<file path="src/rtl/cordic_sweep_ctrl.sv">
// Angle-sweep sequencer for a pipelined sine/cosine CORDIC. It issues one angle per clock and
// pairs each returning result with its sweep index through a latency-matched tag pipeline.
module cordic_sweep_ctrl #(
    parameter int unsigned SZ         = 16,
    parameter int unsigned ANG_W      = 32,
    parameter int unsigned CORDIC_LAT = 17,
    parameter int unsigned CNT_W      = 16,
    parameter int unsigned XIN_INIT   = 19429
) (
    input  logic             CLK_100MHZ,
    input  logic             RST_N,
    input  logic             start,
    input  logic             abort,
    input  logic [ANG_W-1:0] start_angle,
    input  logic [ANG_W-1:0] angle_step,
    input  logic [CNT_W-1:0] num_points,
    output logic             busy,
    output logic             done,
    output logic [ANG_W-1:0] cordic_angle,
    output logic [SZ-1:0]    cordic_xin,
    output logic [SZ-1:0]    cordic_yin,
    input  logic [SZ:0]      cordic_xout,
    input  logic [SZ:0]      cordic_yout,
    output logic             res_valid,
    output logic [CNT_W-1:0] res_index,
    output logic [SZ:0]      res_cos,
    output logic [SZ:0]      res_sin
);

    typedef enum logic [1:0] {
        StIdle,
        StIssue,
        StDrain,
        StFin
    } state_e;

    state_e             state_q, state_d;
    logic               busy_q, busy_d;
    logic               done_q, done_d;
    logic [ANG_W-1:0]   angle_q, angle_d;
    logic [ANG_W-1:0]   step_q, step_d;
    logic [CNT_W-1:0]   npts_q, npts_d;
    logic [CNT_W-1:0]   k_q, k_d;

    logic [CORDIC_LAT-1:0] tag_vld_q, tag_vld_d;
    logic [CNT_W-1:0]      tag_idx_q [CORDIC_LAT];
    logic [CNT_W-1:0]      tag_idx_d [CORDIC_LAT];

    logic               res_valid_q, res_valid_d;
    logic [CNT_W-1:0]   res_index_q, res_index_d;
    logic [SZ:0]        res_cos_q, res_cos_d;
    logic [SZ:0]        res_sin_q, res_sin_d;

    logic               push_vld;
    logic               tag_out_vld;
    logic               upstream_vld;
    logic               flush;

    assign tag_out_vld = tag_vld_q[CORDIC_LAT-1];
    assign flush       = abort && ((state_q == StIssue) || (state_q == StDrain));

    // Valid tags form one contiguous run, so the sweep has fully drained once the exiting
    // tag is valid and nothing valid remains behind it.
    always_comb begin
        upstream_vld = 1'b0;
        for (int i = 0; i < int'(CORDIC_LAT) - 1; i++) begin
            upstream_vld = upstream_vld | tag_vld_q[i];
        end
    end

    always_comb begin
        state_d  = state_q;
        busy_d   = busy_q;
        done_d   = 1'b0;
        angle_d  = angle_q;
        step_d   = step_q;
        npts_d   = npts_q;
        k_d      = k_q;
        push_vld = 1'b0;

        unique case (state_q)
            StIdle: begin
                if (start) begin
                    if (num_points != '0) begin
                        angle_d = start_angle;
                        step_d  = angle_step;
                        npts_d  = num_points;
                        k_d     = '0;
                        busy_d  = 1'b1;
                        state_d = StIssue;
                    end else begin
                        state_d = StFin;
                    end
                end
            end
            StIssue: begin
                push_vld = 1'b1;
                angle_d  = angle_q + step_q;
                k_d      = k_q + CNT_W'(1);
                if (k_q == npts_q - CNT_W'(1)) begin
                    state_d = StDrain;
                end
            end
            StDrain: begin
                if (tag_out_vld && !upstream_vld) begin
                    state_d = StFin;
                end
            end
            StFin: begin
                done_d  = 1'b1;
                busy_d  = 1'b0;
                state_d = StIdle;
            end
            default: state_d = StIdle;
        endcase

        if (flush) begin
            state_d = StIdle;
            busy_d  = 1'b0;
            done_d  = 1'b0;
        end
    end

    // Tag shift register: stage 0 takes the point issued this cycle, the last stage lines up
    // with the CORDIC output for that point.
    always_comb begin
        tag_vld_d    = tag_vld_q;
        tag_idx_d    = tag_idx_q;
        tag_vld_d[0] = push_vld;
        tag_idx_d[0] = k_q;
        for (int i = 1; i < int'(CORDIC_LAT); i++) begin
            tag_vld_d[i] = tag_vld_q[i-1];
            tag_idx_d[i] = tag_idx_q[i-1];
        end
        if (flush) begin
            tag_vld_d = '0;
        end
    end

    always_comb begin
        res_valid_d = 1'b0;
        res_index_d = res_index_q;
        res_cos_d   = res_cos_q;
        res_sin_d   = res_sin_q;
        if (tag_out_vld && !flush) begin
            res_valid_d = 1'b1;
            res_index_d = tag_idx_q[CORDIC_LAT-1];
            res_cos_d   = cordic_xout;
            res_sin_d   = cordic_yout;
        end
    end

    always_ff @(posedge CLK_100MHZ) begin
        if (!RST_N) begin
            state_q     <= StIdle;
            busy_q      <= 1'b0;
            done_q      <= 1'b0;
            angle_q     <= '0;
            step_q      <= '0;
            npts_q      <= '0;
            k_q         <= '0;
            tag_vld_q   <= '0;
            for (int i = 0; i < int'(CORDIC_LAT); i++) begin
                tag_idx_q[i] <= '0;
            end
            res_valid_q <= 1'b0;
            res_index_q <= '0;
            res_cos_q   <= '0;
            res_sin_q   <= '0;
        end else begin
            state_q     <= state_d;
            busy_q      <= busy_d;
            done_q      <= done_d;
            angle_q     <= angle_d;
            step_q      <= step_d;
            npts_q      <= npts_d;
            k_q         <= k_d;
            tag_vld_q   <= tag_vld_d;
            for (int i = 0; i < int'(CORDIC_LAT); i++) begin
                tag_idx_q[i] <= tag_idx_d[i];
            end
            res_valid_q <= res_valid_d;
            res_index_q <= res_index_d;
            res_cos_q   <= res_cos_d;
            res_sin_q   <= res_sin_d;
        end
    end

    assign busy         = busy_q;
    assign done         = done_q;
    assign cordic_angle = angle_q;
    assign cordic_xin   = SZ'(XIN_INIT);
    assign cordic_yin   = '0;
    assign res_valid    = res_valid_q;
    assign res_index    = res_index_q;
    assign res_cos      = res_cos_q;
    assign res_sin      = res_sin_q;

endmodule

</file>
<file path="config.mk">
export PLATFORM = sky130hd
export DESIGN_NAME = cordic_sweep_ctrl
export DESIGN_NICKNAME = d
export VERILOG_FILES = /design/src/rtl/cordic_sweep_ctrl.sv
export SDC_FILE = /design/constraint.sdc
export NUM_CORES = 1
export LEC_CHECK = 0
export ABC_AREA = 0
export CAP_MARGIN = 40
export CORE_MARGIN = 5
export CORE_UTILIZATION = 45
export CTS_BUF_LIST = sky130_fd_sc_hd__clkbuf_4 sky130_fd_sc_hd__clkbuf_8
export DETAILED_ROUTE_END_ITERATION = 16
export PLACE_DENSITY = 0.67
export SLEW_MARGIN = 20
export SYNTH_ARGS = -nofsm -noshare
export SYNTH_HDL_FRONTEND = slang
export SYNTH_SLANG_ARGS = --single-unit
</file>
<file path="constraint.sdc">
create_clock -name CLK_100MHZ -period 3.3 [get_ports CLK_100MHZ]
set_clock_uncertainty 0.2 [all_clocks]
set_input_delay 0.33 -clock CLK_100MHZ [delete_from_list [all_inputs] [get_ports CLK_100MHZ]]
set_output_delay 0.33 -clock CLK_100MHZ [all_outputs]
set_load 0.005 [all_outputs]
</file>
==> run metrics, run 1 <==
count of cells resized by post-cts repair 0; power density over the cells 679 mW/mm^2; Gate power share 0.197; post-layout net count 1985; most common cell after layout, fill and taps aside dfxtp_1; total detailed-routing wirelength 32300 um; peak clock frequency supported by timing 320 MHz; async set or reset register ratio after synthesis 0; pin slew with the least headroom to its limit 0.821 ns; initial antenna violation count 1; top fanout value on the critical path 6; core region area 0.0353 mm^2; headroom to the max-slew limit 0.452; switching portion of total power 0.275; delay of the slowest critical-path stage 0.47 ns; number of DRC markers in iteration 0 592; distinct cell type count after synthesis 64; Num CTS Buffers 72; synthesized cell area 0.0160 mm^2; Filler Cell Count 3128; vias in the first global route 10800; x dimension of the die 199 um; Post-Synthesis Mean Instance Area 9.86 um^2; clock tree from TritonCTS yes; sequential-to-total area share from yosys stat 0.551; Clock Power Share 0.374; Mapped Cells 1622; gr usage total 0.160; half-perimeter wire length after detailed placement 22000 um; global-route wire length before repair 52800 um; Sink Count 440; Final period util 0.946; buffers inserted during post-CTS setup optimization 0; maximum capacitance violations 0; cell at the root of the clock tree clkbuf_8; number of placement rows 69; area growth from synthesis to final layout 24.9%; number of flip-flops and latches in the synthesized netlist 440; die area 0.0394 mm^2; leading cell types in the layout, fill and taps excluded dfxtp_1 (439), and2_1 (273), nand2_1 (231); synthesis warning total 0; maximum clock insertion buffer count 3; Critical Path AT 3.40 ns; class of the worst hold path input pin to flip-flop; vias per cell 4.84; number of top-level pins 235; Top Family by Delay on Critical Path simple AND/OR/NAND/NOR gates; final weighted congestion in routability-driven placement 0.860; Clock Latency Late Sink 0.59 ns; worst path bufs/invs 1; Die Span Y 199 um; top_reg_cell synth dfxtp_1; H-tree Lvls 3; combined flip-flop and latch cell area 0.00881 mm^2; global route total overflow 0; internal cell power 9830 uW; Slew Limit Fails 0; final critical path time including I/O delays and setup 3.12 ns; Remaining DRCs 0; clock input transition at the sequential cells of the worst setup and hold paths 0.06 ns; leakage power 0.00816 uW; outcome finished, final reports clean; slowest cell on the critical path or3b_4; via total after detailed routing 11400; number of hold buffers added after CTS 0; final count of negative-setup-slack endpoints 0; worst IR drop on VDD 0.417 mV; initial cell density of the core 0.453; number of synthesized flops with an enable pin 0; unrepaired setup endpoints after global routing yes; multi-input logic area 0.00669 mm^2; worst path cell trace inv_1 -> ha_1 -> or3b_4 -> nor2_8 -> a31oi_1 -> or3_1 -> a31o_1 -> o41a_1 -> a211oi_2 -> mux2i_1 -> nor2b_1; Worst Path Required 3.57 ns; wire length per cell after detailed routing 13.8 um; number of antenna-violating nets in the routed design 0; largest net degree at the start of global routing 126; iteration count of the initial detailed-routing pass 5; hold slack final 0.103 ns; Final Hold Viols 0; count of port buffers added during placement 202; switching power of the nets 3730 uW; crit path launch type flip-flop; critical path class flip-flop to flip-flop; setup TNS 0 ns; kind of end point of the critical path flip-flop; ratio of cells with drive above 1 in the final layout 0.0920; sequential group share of total power 0.429
-- area by class of cell --
cell class              count  area share
flip-flops and latches    440       0.441
multi-input cells        1070       0.335
repair buffers            227       0.111
clock buffers             114      0.0710
well taps                 461      0.0289
clock inverters            13     0.00933
inverters                  17     0.00319
diodes                      1    0.000125
-- Yosys cell counts, types with 23 or more instances --
| cell | n | area (um^2) |
|---|---|---|
| o21ai_0 | 24 | 120 |
| xnor2_1 | 30 | 263 |
| buf_4 | 34 | 255 |
| ha_1 | 38 | 475 |
| nand2_1 | 231 | 867 |
| a21boi_0 | 98 | 736 |
| xor2_1 | 27 | 236 |
| nor2_1 | 42 | 158 |
| a21oi_1 | 46 | 230 |
| clkbuf_1 | 85 | 319 |
| dfxtp_1 | 440 | 8810 |
| and3_1 | 23 | 144 |
| and2_1 | 274 | 1710 |
-- sequential cells by signal (all words and copies together) (netlist names) --
name,flops
k_q,16
step_q,32
res_cos,17
res_valid,1
tag_vld_q,17
tag_idx_q,16
tag_idx_d,256
state_q,2
busy,1
done,1
npts_q,16
cordic_angle,32
res_index,16
res_sin,17
-- metrics by stage --
step | total power [uW] | instance area (um^2) | utilization | cells | setup WS, ns
after floorplan | 7560 | 16100 | - | 1652 | 0.233
after global placement | 8490 | 18300 | 0.519 | 2214 | 0.116
after detailed placement | 8560 | 18300 | 0.519 | 2215 | 0.0207
after CTS | 13700 | 19900 | 0.565 | 2342 | 0.0231
after global routing | 14300 | 20000 | 0.566 | 2342 | -0.0367
final | 13600 | 20000 | 0.566 | 2343 | 0.177
-- worst min-delay path: stages --
cell,delay [ns]
clkdlybuf4s50_1,0.39
nand2_1,0.05
a21boi_0,0.06
-- cell families after synthesis --
family | share of synthesized area
xor+xnor | 0.0312
buf+inv | 0.0418
flops | 0.551
fa+ha+maj | 0.0310
other cells | 0.000470
compound gates | 0.121
simple gates | 0.218
mux | 0.00626
-- path summary, 6_finish.rpt --
check	start	endpoint	slack [ns]	cells after the start
hold / removal	angle_step[0]	step_q[0]$_SDFFE_PN0P_	0.10	3
hold reg to reg	tag_idx_d[222]$_SDFF_PN0_	tag_idx_d[206]$_SDFF_PN0_	0.22	1
setup / recovery	npts_q[1]$_SDFFE_PN0P_	state_q[1]$_SDFFE_PP0P_	0.18	11
setup reg to reg	npts_q[1]$_SDFFE_PN0P_	state_q[1]$_SDFFE_PP0P_	0.18	11
-- power groups by stage --
stage / Sequential [uW] / Clock [uW] / Combinational [uW]
after floorplan: 5860 / 0 / 1700
after global placement: 5910 / 0 / 2590
after detailed placement: 5920 / 0 / 2630
after CTS: 5810 / 5260 / 2650
after global routing: 5850 / 5540 / 2940
final: 5820 / 5070 / 2670
-- metal layers --
metal / wire, um / track usage / part of all wire / vias up
li1: - / - / - / 5754
met1: 14600 / 0.208 / 0.45 / 5223
met2: 14700 / 0.257 / 0.46 / 302
met3: 2100 / 0.0452 / 0.065 / 71
met4: 901 / 0.0608 / 0.028 / 0
met5: 0 / 0 / 0 / -
No activity file was read; power rests on OpenSTA's default activity.
==> inputs of run 2 (changes only) <==
Settings changed: CAP_MARGIN 40 to 25.
Clock period 3.3 ns to 3.07 ns, I/O delays scaled along.
==> run 2 against run 1 <==
- the run now ends with setup timing left
- final area rose by 1.3%
- wire length rose by 1.6%
- combinational power rose by 14%
- clock power rose by 5.9%
- total power rose by 8.2%
- critical path type unchanged
- final cell count rose by 0.94%
==> run metrics, run 2 (synthesized netlist as in run 1, its figures left out) <==
unrepaired setup endpoints after global routing yes (unchanged); start point of the critical path step_q[2]$_SDFFE_PN0P_ (was npts_q[1]$_SDFFE_PN0P_); delay of the slowest critical-path stage 0.39 ns (was 0.47 ns); final setup slack of the worst path -0.0504 ns (was 0.177 ns); flop-to-flop setup slack -0.05 ns (was 0.18 ns); outcome finished with violations (was finished, final reports clean); maximum capacitance violations 0 (unchanged); gr usage total 0.162 (was 0.160); core region area 0.0353 mm^2 (unchanged); top fanout value on the critical path 3 (was 6); Final Hold Viols 0 (unchanged); global-route wire length before repair 52900 um (was 52800 um); number of antenna-violating nets in the routed design 0 (unchanged); worst path cell trace ha_1 -> nor2b_2 -> o31a_1 -> o31a_1 -> o21a_1 -> a21bo_2 -> a21oi_2 -> buf_4 -> o211ai_1 -> a311o_1 -> xnor2_1 -> a21oi_1 (was inv_1 -> ha_1 -> or3b_4 -> nor2_8 -> a31oi_1 -> or3_1 -> a31o_1 -> o41a_1 -> a211oi_2 -> mux2i_1 -> nor2b_1); headroom to the max-slew limit 0.337 (was 0.452); final count of negative-setup-slack endpoints 1 (was 0); worst IR drop on VDD 0.413 mV (was 0.417 mV); iteration count of the initial detailed-routing pass 6 (was 5); total detailed-routing wirelength 32800 um (was 32300 um); largest net degree at the start of global routing 124 (was 126); number of hold buffers added after CTS 0 (unchanged); most used cell along the critical path o31a_1; Sink Count 440 (unchanged); vias per cell 4.82 (was 4.84); share of the core filled with cells 0.573 (was 0.566); initial antenna violation count 1 (unchanged); most common cell after layout, fill and taps aside dfxtp_1 (unchanged); kind of end point of the critical path flip-flop (unchanged); maximum clock insertion buffer count 3 (unchanged); power density over the cells 725 mW/mm^2 (was 679 mW/mm^2); clock input transition at the sequential cells of the worst setup and hold paths 0.06 ns (about the same); final weighted congestion in routability-driven placement 0.890 (was 0.860); crit path launch type flip-flop (unchanged); count of port buffers added during placement 202 (unchanged); slowest cell on the critical path a311o_1 (was or3b_4); vias in the first global route 11000 (was 10800); Final period util 1.02 (was 0.946); crit path capture cordic_angle[30]$_SDFFE_PN0P_ (was state_q[1]$_SDFFE_PP0P_); final critical path time including I/O delays and setup 3.12 ns (about the same); hold slack final 0.0807 ns (was 0.103 ns); H-tree Lvls 3 (unchanged); Worst Path Required 3.35 ns (was 3.57 ns); number of flip-flops in the largest register 256 (unchanged); via total after detailed routing 11400 (about the same); number of placement rows 69 (unchanged); wire length per cell after detailed routing 13.9 um (was 13.8 um); number of DRC markers in iteration 0 542 (was 592); die area 0.0394 mm^2 (unchanged); Clock Latency Late Sink 0.59 ns (about the same); clock tree from TritonCTS yes (unchanged); cell at the root of the clock tree clkbuf_8 (unchanged); cell count along the critical path 12 (was 11); critical path class flip-flop to flip-flop (unchanged); area growth from synthesis to final layout 26.5% (was 24.9%); Critical Path AT 3.40 ns (about the same); failing checks setup timing; Register-to-Register Path Depth 12 (was 11); leading cell types in the layout, fill and taps excluded dfxtp_1 (437), and2_1 (273), nand2_1 (230) (was dfxtp_1 (439), and2_1 (273), nand2_1 (231)); Top Family by Delay on Critical Path compound AO/OA/AOI/OAI gates (was simple AND/OR/NAND/NOR gates); Die Span Y 199 um (unchanged); Remaining DRCs 0 (unchanged); final instance count without filler cells 2365 (was 2343); class of the worst hold path input pin to flip-flop (unchanged); number of top-level pins 235 (unchanged); post-layout net count 2010 (was 1985); dpl cells 2239 (was 2215); half-perimeter wire length after detailed placement 22800 um (was 22000 um); peak clock frequency supported by timing 320 MHz (about the same); overall power of the completed layout 14700 uW (was 13600 uW); Filler Cell Count 3130 (was 3128); initial cell density of the core 0.453 (unchanged); Slew Limit Fails 0 (unchanged); x dimension of the die 199 um (unchanged); leakage power 0.00829 uW (was 0.00816 uW); pin slew with the least headroom to its limit 0.991 ns (was 0.821 ns); global route total overflow 0 (unchanged); ratio of cells with drive above 1 in the final layout 0.110 (was 0.0920); r2r startpoint step_q[2]$_SDFFE_PN0P_ (was npts_q[1]$_SDFFE_PN0P_); end of the worst register-to-register path cordic_angle[30]$_SDFFE_PN0P_ (was state_q[1]$_SDFFE_PP0P_); worst path bufs/invs 1 (unchanged); Num CTS Buffers 70 (was 72); setup TNS -0.0504 ns (was 0 ns)
-- run 2: layer usage --
layer / vias to the layer above / GRT usage / share of wire
met1: 5251 / 0.205 / 0.44
li1: 5794 / - / -
met4: 0 / 0.0583 / 0.024
met3: 58 / 0.0425 / 0.061
met5: - / 0 / 0
met2: 289 / 0.267 / 0.48
-- run 2: what timing repair did --
item | in CTS | in global routing
endpoints found under the setup margin | 2 | 11
resized for setup | 2 | 24
setup buffers | 0 | 3
pin swaps | 0 | 13
-- run 2: metrics by stage --
stage | area [um^2] | setup WS [ns]
final | 20200 | -0.0504
after global placement | 18500 | 0.0286
after global routing | 20200 | -0.215
after CTS | 20100 | 0.00408
after floorplan | 16100 | 0.00271
after detailed placement | 18500 | -0.0399
-- run 2: worst min path at each step --
| stage | from | end | slack (ns) | cells past startpoint |
|---|---|---|---|---|
| final | cordic_yout[15] | res_sin[15]$_SDFFE_PN0P_ | 0.08 | 3 |
| after global routing | cordic_yout[16] | res_sin[16]$_SDFFE_PN0P_ | 0.03 | 3 |
| after CTS | cordic_xout[2] | res_cos[2]$_SDFFE_PN0P_ | 0.02 | 3 |
| after detailed placement | tag_idx_d[116]$_SDFF_PN0_ | tag_idx_d[100]$_SDFF_PN0_ | 0.22 | 1 |
| after global placement | tag_idx_d[232]$_SDFF_PN0_ | tag_idx_d[216]$_SDFF_PN0_ | 0.21 | 1 |
| after floorplan | tag_idx_d[16]$_SDFF_PN0_ | tag_idx_d[0]$_SDFF_PN0_ | 0.21 | 1 |
-- run 2: power by group --
part	internal (uW)	switching, uW
Sequential	5990	256
Clock	3200	2180
Combinational	1430	1620
-- run 2: cell type report --
type                       instances  area (um^2)  share of cell area
clock buffer                     109         1410              0.0698
timing repair buffer             254         2440               0.121
clock inverter                    13          169             0.00835
inverter                          17         63.8             0.00315
tap                              461          577              0.0285
multi-input combinational       1070         6750               0.334
antenna                            1         2.50            0.000124
sequential                       440         8810               0.436
-- run 2: worst min-delay path: cells and delay by family --
kind,cells,cell delay [ns]
AOI/OAI and AO/OA,1,0.06
buffers and inverters,1,0.39
and+or+nand+nor,1,0.05
